File: src/rtl/conv_pkg.sv
// rtl/conv_pkg.sv - shared encodings, FP32 constants and stage types for the MAC result converter
package conv_pkg;

  localparam logic [1:0] CAL_FMT_INT8  = 2'b00;
  localparam logic [1:0] CAL_FMT_INT16 = 2'b01;
  localparam logic [1:0] CAL_FMT_FP16  = 2'b10;

  localparam int          FP32_BIAS     = 127;
  localparam logic [7:0]  FP32_EXP_MAX  = 8'hFF;
  localparam logic [31:0] FP32_POS_INF  = 32'h7F80_0000;
  localparam logic [31:0] FP32_POS_ZERO = 32'h0000_0000;

  typedef struct packed {
    logic               valid;
    logic               fp;
    logic               sign;
    logic               zero;
    logic [39:0]        mag;
    logic [5:0]         lead;
    logic signed [10:0] exp_e;
    logic [31:0]        int_val;
  } s1_t;

  function automatic logic [31:0] sat_int32(input logic signed [39:0] v);
    if (v[39:31] == '0 || v[39:31] == '1) return v[31:0];
    else if (v[39]) return 32'h8000_0000;
    else return 32'h7FFF_FFFF;
  endfunction

endpackage

File: src/rtl/lead_one_det40.sv
// rtl/lead_one_det40.sv - combinational position of the most significant set bit of a 40-bit word
module lead_one_det40 (
  input  logic [39:0] vec,
  output logic [5:0]  pos
);

  // Later iterations overwrite earlier ones, so the highest set bit wins; all-zero gives 0.
  always_comb begin
    pos = '0;
    for (int i = 0; i < 40; i++) begin
      if (vec[i]) pos = 6'(i);
    end
  end

endmodule

File: src/rtl/res_fifo.sv
// rtl/res_fifo.sv - first-word-fall-through FIFO with wrap-bit pointers
module res_fifo #(
  parameter int DEPTH = 4,
  parameter int WIDTH = 32
) (
  input  logic             clk,
  input  logic             rst,
  input  logic             push,
  input  logic             pop,
  input  logic [WIDTH-1:0] wdata,
  output logic [WIDTH-1:0] rdata,
  output logic             empty,
  output logic             full
);

  localparam int AW = $clog2(DEPTH);

  logic [AW:0]      wr_ptr, rd_ptr;
  logic [WIDTH-1:0] mem [DEPTH];
  logic             do_rd, do_wr;

  assign empty = (wr_ptr == rd_ptr);
  assign full  = (wr_ptr[AW] != rd_ptr[AW]) && (wr_ptr[AW-1:0] == rd_ptr[AW-1:0]);
  assign do_rd = pop && !empty;
  assign do_wr = push && (!full || do_rd);

  always_ff @(posedge clk or posedge rst) begin
    if (rst) begin
      wr_ptr <= '0;
      rd_ptr <= '0;
    end else begin
      if (do_wr) wr_ptr <= wr_ptr + (AW+1)'(1);
      if (do_rd) rd_ptr <= rd_ptr + (AW+1)'(1);
    end
  end

  always_ff @(posedge clk) begin
    if (do_wr) mem[wr_ptr[AW-1:0]] <= wdata;
  end

  // Head is forced to zero while empty so stale storage never shows on the output.
  assign rdata = empty ? '0 : mem[rd_ptr[AW-1:0]];

endmodule

File: src/rtl/conv_mac_res_cvt.sv
// rtl/conv_mac_res_cvt.sv - converts MAC results to FP32 or saturated int32 and buffers them for the psum path
module conv_mac_res_cvt
  import conv_pkg::*;
#(
  parameter int EXP_BIAS   = 50,
  parameter int FIFO_DEPTH = 4,
  parameter int SIM_DELAY  = 1
) (
  input  logic        aclk,
  input  logic        areset,
  input  logic        aclken,
  input  logic [1:0]  calfmt,
  input  logic [7:0]  mac_out_exp,
  input  logic [39:0] mac_out_frac,
  input  logic        mac_out_valid,
  output logic [31:0] res_data,
  output logic        res_valid,
  input  logic        res_ready,
  output logic        ovf_sticky,
  output logic [7:0]  drop_cnt,
  input  logic        ovf_clr
);

  localparam logic signed [10:0] EXP_ADJ = 11'(FP32_BIAS - EXP_BIAS);

  logic unused_sim_delay;
  assign unused_sim_delay = (SIM_DELAY != 0);

  // S0: capture
  logic        s0_valid;
  logic [39:0] s0_frac;
  logic [7:0]  s0_exp;
  logic [1:0]  s0_fmt;

  always_ff @(posedge aclk or posedge areset) begin
    if (areset) begin
      s0_valid <= 1'b0;
      s0_frac  <= '0;
      s0_exp   <= '0;
      s0_fmt   <= '0;
    end else if (aclken) begin
      s0_valid <= mac_out_valid;
      s0_frac  <= mac_out_frac;
      s0_exp   <= mac_out_exp;
      s0_fmt   <= calfmt;
    end
  end

  // S1: magnitude, leading one, biased exponent
  logic        s0_sign;
  logic [39:0] s0_mag;
  logic [5:0]  s0_lead;
  s1_t         s1_d, s1;

  assign s0_sign = s0_frac[39];
  assign s0_mag  = s0_sign ? (~s0_frac + 40'd1) : s0_frac;

  lead_one_det40 u_lod (
    .vec (s0_mag),
    .pos (s0_lead)
  );

  always_comb begin
    s1_d         = '0;
    s1_d.valid   = s0_valid;
    s1_d.fp      = (s0_fmt == CAL_FMT_FP16);
    s1_d.sign    = s0_sign;
    s1_d.zero    = (s0_mag == '0);
    s1_d.mag     = s0_mag;
    s1_d.lead    = s0_lead;
    s1_d.exp_e   = $signed({5'd0, s0_lead}) + $signed({3'd0, s0_exp}) + EXP_ADJ;
    s1_d.int_val = sat_int32(s0_frac);
  end

  always_ff @(posedge aclk or posedge areset) begin
    if (areset)      s1 <= '0;
    else if (aclken) s1 <= s1_d;
  end

  // S2: normalize so the leading one sits just above bit 38, then round to nearest-even
  logic [38:0]        norm;
  logic [22:0]        mant;
  logic               rnd_up;
  logic [23:0]        mant_r;
  logic signed [10:0] exp_r;
  logic [31:0]        fp_word, s2_word_d;

  always_comb begin
    norm    = 39'(s1.mag << (6'd39 - s1.lead));
    mant    = norm[38:16];
    rnd_up  = norm[15] && ((|norm[14:0]) || mant[0]);
    mant_r  = {1'b0, mant} + 24'(rnd_up);
    exp_r   = s1.exp_e + $signed({10'd0, mant_r[23]});
    fp_word = {s1.sign, exp_r[7:0], mant_r[22:0]};
    if (s1.zero)                fp_word = FP32_POS_ZERO;
    else if (exp_r >= 11'sd255) fp_word = {s1.sign, FP32_EXP_MAX, 23'd0};
    else if (exp_r <= 11'sd0)   fp_word = {s1.sign, 31'd0};
    s2_word_d = s1.fp ? fp_word : s1.int_val;
  end

  logic        s2_valid;
  logic [31:0] s2_word;

  always_ff @(posedge aclk or posedge areset) begin
    if (areset) begin
      s2_valid <= 1'b0;
      s2_word  <= '0;
    end else if (aclken) begin
      s2_valid <= s1.valid;
      s2_word  <= s2_word_d;
    end
  end

  // Output buffer; the MAC cannot be stalled, so a full FIFO without a pop drops the result
  logic fifo_push, fifo_empty, fifo_full, drop;

  assign fifo_push = s2_valid && aclken;
  assign drop      = fifo_push && fifo_full && !res_ready;
  assign res_valid = !fifo_empty;

  res_fifo #(
    .DEPTH (FIFO_DEPTH),
    .WIDTH (32)
  ) u_fifo (
    .clk   (aclk),
    .rst   (areset),
    .push  (fifo_push),
    .pop   (res_ready),
    .wdata (s2_word),
    .rdata (res_data),
    .empty (fifo_empty),
    .full  (fifo_full)
  );

  always_ff @(posedge aclk or posedge areset) begin
    if (areset) begin
      ovf_sticky <= 1'b0;
      drop_cnt   <= '0;
    end else if (ovf_clr) begin
      ovf_sticky <= 1'b0;
      drop_cnt   <= '0;
    end else if (drop) begin
      ovf_sticky <= 1'b1;
      if (drop_cnt != 8'hFF) drop_cnt <= drop_cnt + 8'd1;
    end
  end

endmodule

File: config.mk
export PLATFORM = sky130hd
export DESIGN_NAME = conv_mac_res_cvt
export DESIGN_NICKNAME = d
export VERILOG_FILES = /design/src/rtl/conv_pkg.sv /design/src/rtl/lead_one_det40.sv /design/src/rtl/res_fifo.sv /design/src/rtl/conv_mac_res_cvt.sv
export SDC_FILE = /design/constraint.sdc
export NUM_CORES = 1
export LEC_CHECK = 0
export CAP_MARGIN = 5
export CORE_MARGIN = 4
export CORE_UTILIZATION = 61
export CTS_CLUSTER_DIAMETER = 100
export DETAILED_ROUTE_END_ITERATION = 10
export GPL_ROUTABILITY_DRIVEN = 0
export PLACE_DENSITY = 0.81
export SLEW_MARGIN = 20
export SYNTH_ARGS = -nofsm -noshare
export SYNTH_HDL_FRONTEND = slang
export SYNTH_SLANG_ARGS = --single-unit
File: constraint.sdc
create_clock -name aclk -period 8.2 [get_ports aclk]
set_input_delay 2.46 -clock aclk [delete_from_list [all_inputs] [get_ports aclk]]
set_output_delay 2.46 -clock aclk [all_outputs]
set_load 0.01 [all_outputs]
==> summary.md, run 1 <==
| Metric | Value |
|---|---|
| Synth warn | 0 |
| P&R area growth vs syn | 11.9% |
| Maximum ir drop on the vdd rail | between 150 and 200 µV |
| Post-DP HPWL | roughly 33000 µm |
| DR vias | 14333 |
| Largest net degree at the start of global routing | 131 |
| Initial antenna violation count | 0 |
| R2R Setup Slk | between 1 and 1.5 ns |
| CTS buffer count | 34 |
| Pre-antenna DRT Iters | 6 |
| Slew headroom | 0.313 |
| Clock-pin transition on the worst setup and hold timing paths | 0.06 ns |
| Clk root buf | clkbuf_16 |
| Max cap viols | 0 |
| Routed Antenna Nets | 0 |
| Sink Count | ~320 |
| Final hold violation count | 0 |
| Distinct cells, synth | 92 |
| Worst Hold Class | register to register |
| Port-buffer cells | 97 |
| M1 WL | between 15000 and 20000 µm |
| Ports | just under 100 |
| Switch Pwr | around 0.002 W |
| Setup bufs post-CTS | 0 |
| Synth Area per Inst | roughly 11 µm² |
| Internal | between 0.003 and 0.004 W |
| Critical path arrival | 7.50 ns |
| Post-synth EDFFs | 128 |
| Final Slew Violations | 0 |
| Post-synth top flop | dfrtp_1 |
| Sw frac | 0.343 |
| Clk_lat worst skew | between 0.5 and 0.6 ns |
| Initial DRC Count | 1963 |
| Vias per cell | ~6.7 |
| Power share of the sequential group | 0.373 |
| # H-tree levels | 2 |
| Static leakage | between 7 and 8 nW |
| Place WS | 1.47 ns |
| FF-to-FF End | s2_word[10] |
| Total core area | 0.0298 mm² |
| Slowest CP cell | ha_1 |
| Die area | 0.0332 mm² |
| Num rows | 63 |
| Cts repair resizes | 0 |
| Worst Min Path Start | s0_fmt[0] |
| Final wirelength | 47700 µm |
| Commonest cells after routing, fill and taps aside | dfrtp_1, nor2_1, nand2_1 |
| #FFs+latches synth | 317 |
| Die height | 182 µm |
| Cell mode on critical path | ha_1 |
| Crit-path cells | buf_4 -> clkinv_1 -> ha_1 -> inv_1 -> a311oi_1 -> o21ai_2 -> nor4_1 -> nand2_1 -> nor3_1 -> ha_1 -> ha_1 -> nand3_1 -> nor2_1 -> xor2_1 -> nor2_1 -> a31oi_1 -> nor2b_1 -> buf_4 -> nand2_1 -> o21ai_0 |
| Min setup slack post-route | between 1 and 1.5 ns |
| Most common cell after layout, fill and taps aside | dfrtp_1 |
| Total power | about 0.0060 W |
| Setup CP Type | register to register |
| Layout Nets | approximately 1800 |
| Max incr delay on CP | between 0.8 and 0.9 ns |
| GRT Util Overall | 0.286 |
| Hold worst-path end | s1[91] |
| Worst R2R Path Depth | 20 |
| Clk buf depth | 3 |
| RSZ-0062 raised after global routing | no |
| Mapped Cells | roughly 1700 |
| Status | finished, final reports clean |
| DRC viols | 0 |
| First-pass GRT wire length | between 70000 and 80000 µm |
| Final min period | approximately 7.1 ns |
| Vias in the first global route | between 10000 and 15000 |
| Layout cells sized above 1 | 0.157 |
| Setup TNS | 0 ns |
| Least-Margin Pin Slew | roughly 1 ns |
| GRT Residual Overflow | 0 |
| CTS tree | yes |
| Met2 wire len | around 23000 µm |
| Crit. End Element | register |
| Power share of the clock group | 0.260 |
| Die W | approximately 180 µm |
| CP Launch Point | s1[46] |
| Maximum fanout along the worst path | 46 |
| Register area share after synthesis | 0.463 |
| Ys async rst share | 0.596 |
| Final Setup Violations | 0 |
| Hold Crit Depth | 1 |
| DR top layer | met4 |
| Syn Std Cell Area | ~0.019 mm² |
| N_diodes | 0 |
| Power density cells | approximately 290 mW/mm² |
| Fmax | about 140 MHz |
| Worst r2r src | s1[46] |
| Skew final | 0.0150 ns |
| Routed wl met3 | 4020 µm |
| Routed wire length per instance | about 22 µm |
| Worst path required time | roughly 8.6 ns |
| Type of origin of the critical path | register |
| Initial Utilization | 0.621 |
| Synth Net Count | roughly 1800 |
| Period utilization | 0.863 |
| Logic gate share of total power | 0.366 |
| Fill cells | 2119 |
| Hold buffers post-CTS | 0 |
-- final cells by class --
type,count,area [µm²],area share
Multi-Input combinational cell,1207,9190,0.444
Sequential cell,317,8580,0.414
Timing Repair Buffer,119,1140,0.0550
Clock buffer,44,950,0.0458
Tap cell,390,488,0.0235
Clock inverter,18,200,0.00966
Inverter,44,173,0.00833
-- worst max-delay path, delay by kind of cell (launching register included) --
family	cells	cell delay [ns]
buffers and inverters	4	1.28
XOR/XNOR	1	0.20
AND/OR/NAND/NOR	8	2.16
flip-flops	1	0.32
adder cells (fa/ha/maj)	3	1.49
AO/OA/AOI/OAI	4	1.51
-- metal layers --
metal	GRT usage	vias to the layer above
li1	-	6370
met1	0.391	6972
met2	0.463	812
met3	0.0407	179
met4	0.122	0
met5	0	-
-- sequential cells by signal, indices dropped and copies added (netlist names) --
| register | cells |
|---|---|
| s0_exp | 8 |
| u_fifo.mem | 128 |
| s0_fmt | 2 |
| s2_word | 32 |
| drop_cnt | 8 |
| u_fifo.rd_ptr | 3 |
| u_fifo.wr_ptr | 3 |
| s0_frac | 40 |
| s2_valid | 1 |
| ovf_sticky | 1 |
| s1 | 90 |
| s0_valid | 1 |
-- synthesized netlist by cell type (all sizes together), types with 7 or more instances --
cell type / instances / area share
o31ai: 20 / 0.0089
o41ai: 10 / 0.0055
mux4: 76 / 0.092
o211ai: 12 / 0.0049
o21ai: 65 / 0.018
nand2b: 10 / 0.0034
or3: 15 / 0.0056
nand4: 23 / 0.0078
or2: 12 / 0.0041
inv: 43 / 0.0087
nand2: 134 / 0.028
xnor2: 42 / 0.020
nand3: 30 / 0.0081
a21o: 7 / 0.0032
nor4: 17 / 0.0076
dfrtp: 189 / 0.26
a21oi: 105 / 0.029
mux2: 81 / 0.049
xor2: 43 / 0.020
o21a: 9 / 0.0036
nor3: 38 / 0.011
buf: 35 / 0.011
nor2: 153 / 0.031
and2: 14 / 0.0047
clkbuf: 103 / 0.021
o221ai: 7 / 0.0033
a22oi: 9 / 0.0036
nor2b: 57 / 0.020
edfxtp: 128 / 0.21
a31oi: 39 / 0.013
nand3b: 8 / 0.0032
a211oi: 7 / 0.0028
o311ai: 7 / 0.0033
mux2i: 43 / 0.024
or4: 11 / 0.0047
ha: 24 / 0.016
-- kinds of logic (layout without fill, tap and decap cells) --
family | after synthesis | after routing | synth area share
AND/OR/NAND/NOR | 544 | 544 | 0.147
AO/OA/AOI/OAI | 353 | 353 | 0.125
multiplexers | 200 | 200 | 0.166
buffers and inverters | 182 | 225 | 0.0405
flip-flops | 317 | 317 | 0.463
adder cells (fa/ha/maj) | 25 | 25 | 0.0173
XOR/XNOR | 85 | 85 | 0.0402
-- power groups by stage --
stage	registers (W)	logic, W	clock network, W
after floorplan	0.00208	0.00155	0
after global placement	0.00221	0.00213	0
after detailed placement	0.00224	0.00217	0
after CTS	0.00222	0.00219	0.00158
after global routing	0.00226	0.00237	0.00165
final	0.00223	0.00219	0.00156
-- worst max-delay path by stage --
stage,end,slack (ns)
2_1_floorplan,drop_cnt[0],0.60
3_3_place_gp,s2_word[21],1.68
3_5_place_dp,s2_word[21],1.47
4_1_cts,s2_word[10],1.40
5_1_grt,s2_word[21],0.74
6_report,s2_word[10],1.12
-- per-stage QoR --
step                      utilization  hold slack, ns  cell area (µm²)  cells
after floorplan                     -           0.430            18500   1706
after global placement          0.657           0.453            19600   2077
after detailed placement        0.657           0.465            19600   2077
after CTS                       0.695           0.473            20700   2139
after global routing            0.695           0.494            20700   2139
final                           0.695           0.481            20700   2139
Power figures use the tool's default switching activity.
==> run 2, diff against run 1 <==
--- a/config.mk
+++ b/config.mk
@@ -12,6 +12,7 @@
 export DETAILED_ROUTE_END_ITERATION = 10
 export GPL_ROUTABILITY_DRIVEN = 0
 export PLACE_DENSITY = 0.81
+export SETUP_SLACK_MARGIN = 0.4
 export SLEW_MARGIN = 20
 export SYNTH_ARGS = -nofsm -noshare
 export SYNTH_HDL_FRONTEND = slang
==> results of run 2 <==
Same layout as run 1: the final DEF is identical, and so are final timing and power.
==> run 3, diff against run 2 <==
--- a/config.mk
+++ b/config.mk
@@ -11,7 +11,9 @@
 export CTS_CLUSTER_DIAMETER = 100
 export DETAILED_ROUTE_END_ITERATION = 10
 export GPL_ROUTABILITY_DRIVEN = 0
+export GPL_TIMING_DRIVEN = 0
 export PLACE_DENSITY = 0.81
+export REMOVE_ABC_BUFFERS = 1
 export SETUP_SLACK_MARGIN = 0.4
 export SLEW_MARGIN = 20
 export SYNTH_ARGS = -nofsm -noshare
==> run 3 against run 2 <==
Against the previous run:
- fmax fell by 1.5%
- critical endpoint is now s2_word[15]
- core utilization grew 0.35 points
- sequential cell count stayed put
- power down 1.1%
- combinational power down 3%
- non-clock buffer count shrank 10
- critical path type unchanged
- first-iteration DRC count is 21% lower
- design area up 0.51%
==> summary.md, run 3 (synthesis results as in run 1) <==
| Metric | Value |
|---|---|
| Sink Count | ~320 |
| CTS tree | yes |
| CTS buffer count | 35 |
| Final min period | approximately 7.2 ns |
| Total core area | 0.0298 mm² |
| CP bufs+invs | 2 |
| Post-DP HPWL | 29800 µm |
| Period utilization | 0.876 |
| Port-buffer cells | 97 |
| Power density cells | ~280 mW/mm² |
| Initial Utilization | 0.621 |
| Setup CP Type | register to register |
| # H-tree levels | 2 |
| Fill cells | 2077 |
| Die W | around 180 µm |
| Type of origin of the critical path | register |
| Vias in the first global route | 13440 |
| Layout cells sized above 1 | 0.157 |
| Static leakage | 7.74 nW |
| Max cap viols | 0 |
| Ports | 98 |
| Final Non-Filler Cells | 2130 |
| Maximum fanout along the worst path | 46 |
| Cell mode on critical path | nand2_1 |
| Skew final | ~0.012 ns |
| Clock-pin transition on the worst setup and hold timing paths | approximately 0.06 ns |
| GRT Residual Overflow | 0 |
| Delay-heaviest family, CP | simple AND/OR/NAND/NOR gates |
| Initial antenna violation count | 0 |
| Layout Nets | about 1800 |
| Dpl cells | roughly 2100 |
| Status | finished, final reports clean |
| Num rows | 63 |
| Slowest CP cell | dfrtp_2 |
| DRC viols | 0 |
| Clk_lat worst skew | ~0.5 ns |
| Final hold violation count | 0 |
| Clk buf depth | 3 |
| Final Setup Violations | 0 |
| Die height | 182 µm |
| Commonest cells after routing, fill and taps aside | dfrtp_1, nor2_1, nand2_1 |
| Max FFs per register | around 130 |
| Least-Margin Pin Slew | 1.04 ns |
| Maximum ir drop on the vdd rail | approximately 160 µV |
| Routed wire length per instance | around 21 µm |
| FF/Latch Area | 0.00859 mm² |
| R2R Setup Slk | 1.02 ns |
| Final Slew Violations | 0 |
| Die area | 0.0332 mm² |
| Critical path arrival | 7.59 ns |
| Slew headroom | 0.296 |
| Hold buffers post-CTS | 0 |
| Area of the multi-input gates | between 0.009 and 0.01 mm² |
| DR vias | approximately 14000 |
| P&R area growth vs syn | 12.5% |
| Min setup slack post-route | 1.02 ns |
| Clk root buf | clkbuf_16 |
| Max incr delay on CP | between 0.8 and 0.9 ns |
| RSZ-0062 raised after global routing | no |
| Initial DRC Count | ~1500 |
| GRT Util Overall | 0.268 |
| N_diodes | 0 |
| Worst Hold Class | register to register |
| Vias per cell | 6.54 |
| Most common cell after layout, fill and taps aside | dfrtp_1 |
| Worst path required time | 8.60 ns |
| Pre-antenna DRT Iters | 6 |
| Routed Antenna Nets | 0 |
| Largest net degree at the start of global routing | 115 |
| Fmax | 139 MHz |
| First-pass GRT wire length | ~73000 µm |
| Crit-path cells | inv_4 -> ha_2 -> xnor2_2 -> buf_6 -> nand2_1 -> or4_1 -> o31ai_4 -> o2111ai_1 -> nor4_1 -> nand2_1 -> nor3_1 -> ha_1 -> ha_1 -> nand3_1 -> nor2_1 -> xor2_1 -> nor2_1 -> a31oi_1 -> nor2b_2 -> nand2_1 -> o221ai_1 |
| Final wirelength | around 45000 µm |
| Crit. End Element | register |
| Place WS | -0.0919 ns |
[run 3: changes by cell type in the layout (fill, tap and decap cells not counted), moves of 2 or more]
cell / before / now
clkinv_4: 0 / 2
dfrtp_1: 185 / 182
clkbuf_1: 5 / 11
and2_2: 0 / 4
clkinv_2: 7 / 5
and2_1: 14 / 10
buf_16: 0 / 5
buf_12: 0 / 6
clkbuf_8: 5 / 2
buf_4: 22 / 0
dfrtp_4: 0 / 3
[run 3: layout make-up]
class                   instances  share of cell area
well taps                     390              0.0234
repair buffers                109              0.0598
multi-input cells            1207               0.443
clock buffers                  48              0.0454
inverters                      44             0.00841
clock inverters                15             0.00757
flip-flops and latches        317               0.412
[run 3: power breakdown]
group	internal, W	total, W	switching, W
registers	0.00193	0.00228	0.000351
clock network	0.000878	0.00150	0.000625
logic	0.00109	0.00212	0.00103
[run 3: worst paths after layout]
check / from / endpoint / cells after the start
setup / recovery: s1[46] / s2_word[15] / 21
hold / removal: s0_fmt[0] / s1[91] / 1
setup reg to reg: s1[46] / s2_word[15] / 21
hold reg to reg: s0_fmt[0] / s1[91] / 1
max in group asynchronous: areset / s0_frac[39] / 3
min in group asynchronous: areset / s0_fmt[0] / 2
[run 3: stage by stage]
stage	utilization	setup TNS [ns]	hold WS [ns]	cell area (µm²)	power (W)
after floorplan	-	0	0.430	17900	0.00357
after global placement	0.651	-1212.17	0.443	19400	0.00429
after detailed placement	0.661	-0.480	0.450	19700	0.00438
after CTS	0.698	0	0.467	20800	0.00592
after global routing	0.699	0	0.491	20800	0.00621
final	0.699	0	0.462	20800	0.00591
[run 3: per-layer routing]
metal | up-vias | wire, µm | track usage
met3 | 98 | 3520 | 0.0460
met4 | 0 | 1180 | 0.0790
met1 | 6824 | 18400 | 0.377
li1 | 6349 | - | -
met5 | - | 0 | 0
met2 | 661 | 21900 | 0.434
[run 3: worst register-to-register path, cell delays in order (launching register included)]
cell,delay (ns)
dfrtp_2,0.86
inv_4,0.28
ha_2,0.32
xnor2_2,0.53
buf_6,0.24
nand2_1,0.15
or4_1,0.51
o31ai_4,0.11
o2111ai_1,0.24
nor4_1,0.51
nand2_1,0.18
nor3_1,0.27
ha_1,0.28
ha_1,0.28
nand3_1,0.15
nor2_1,0.35
xor2_1,0.21
nor2_1,0.06
a31oi_1,0.34
nor2b_2,0.50
nand2_1,0.39
o221ai_1,0.32
[run 3: what timing repair did]
item                       in CTS  in global routing
resized for setup               2                  2
setup buffers                   0                  0
hold endpoints to repair        0                  0
setup endpoints to repair      23                 23
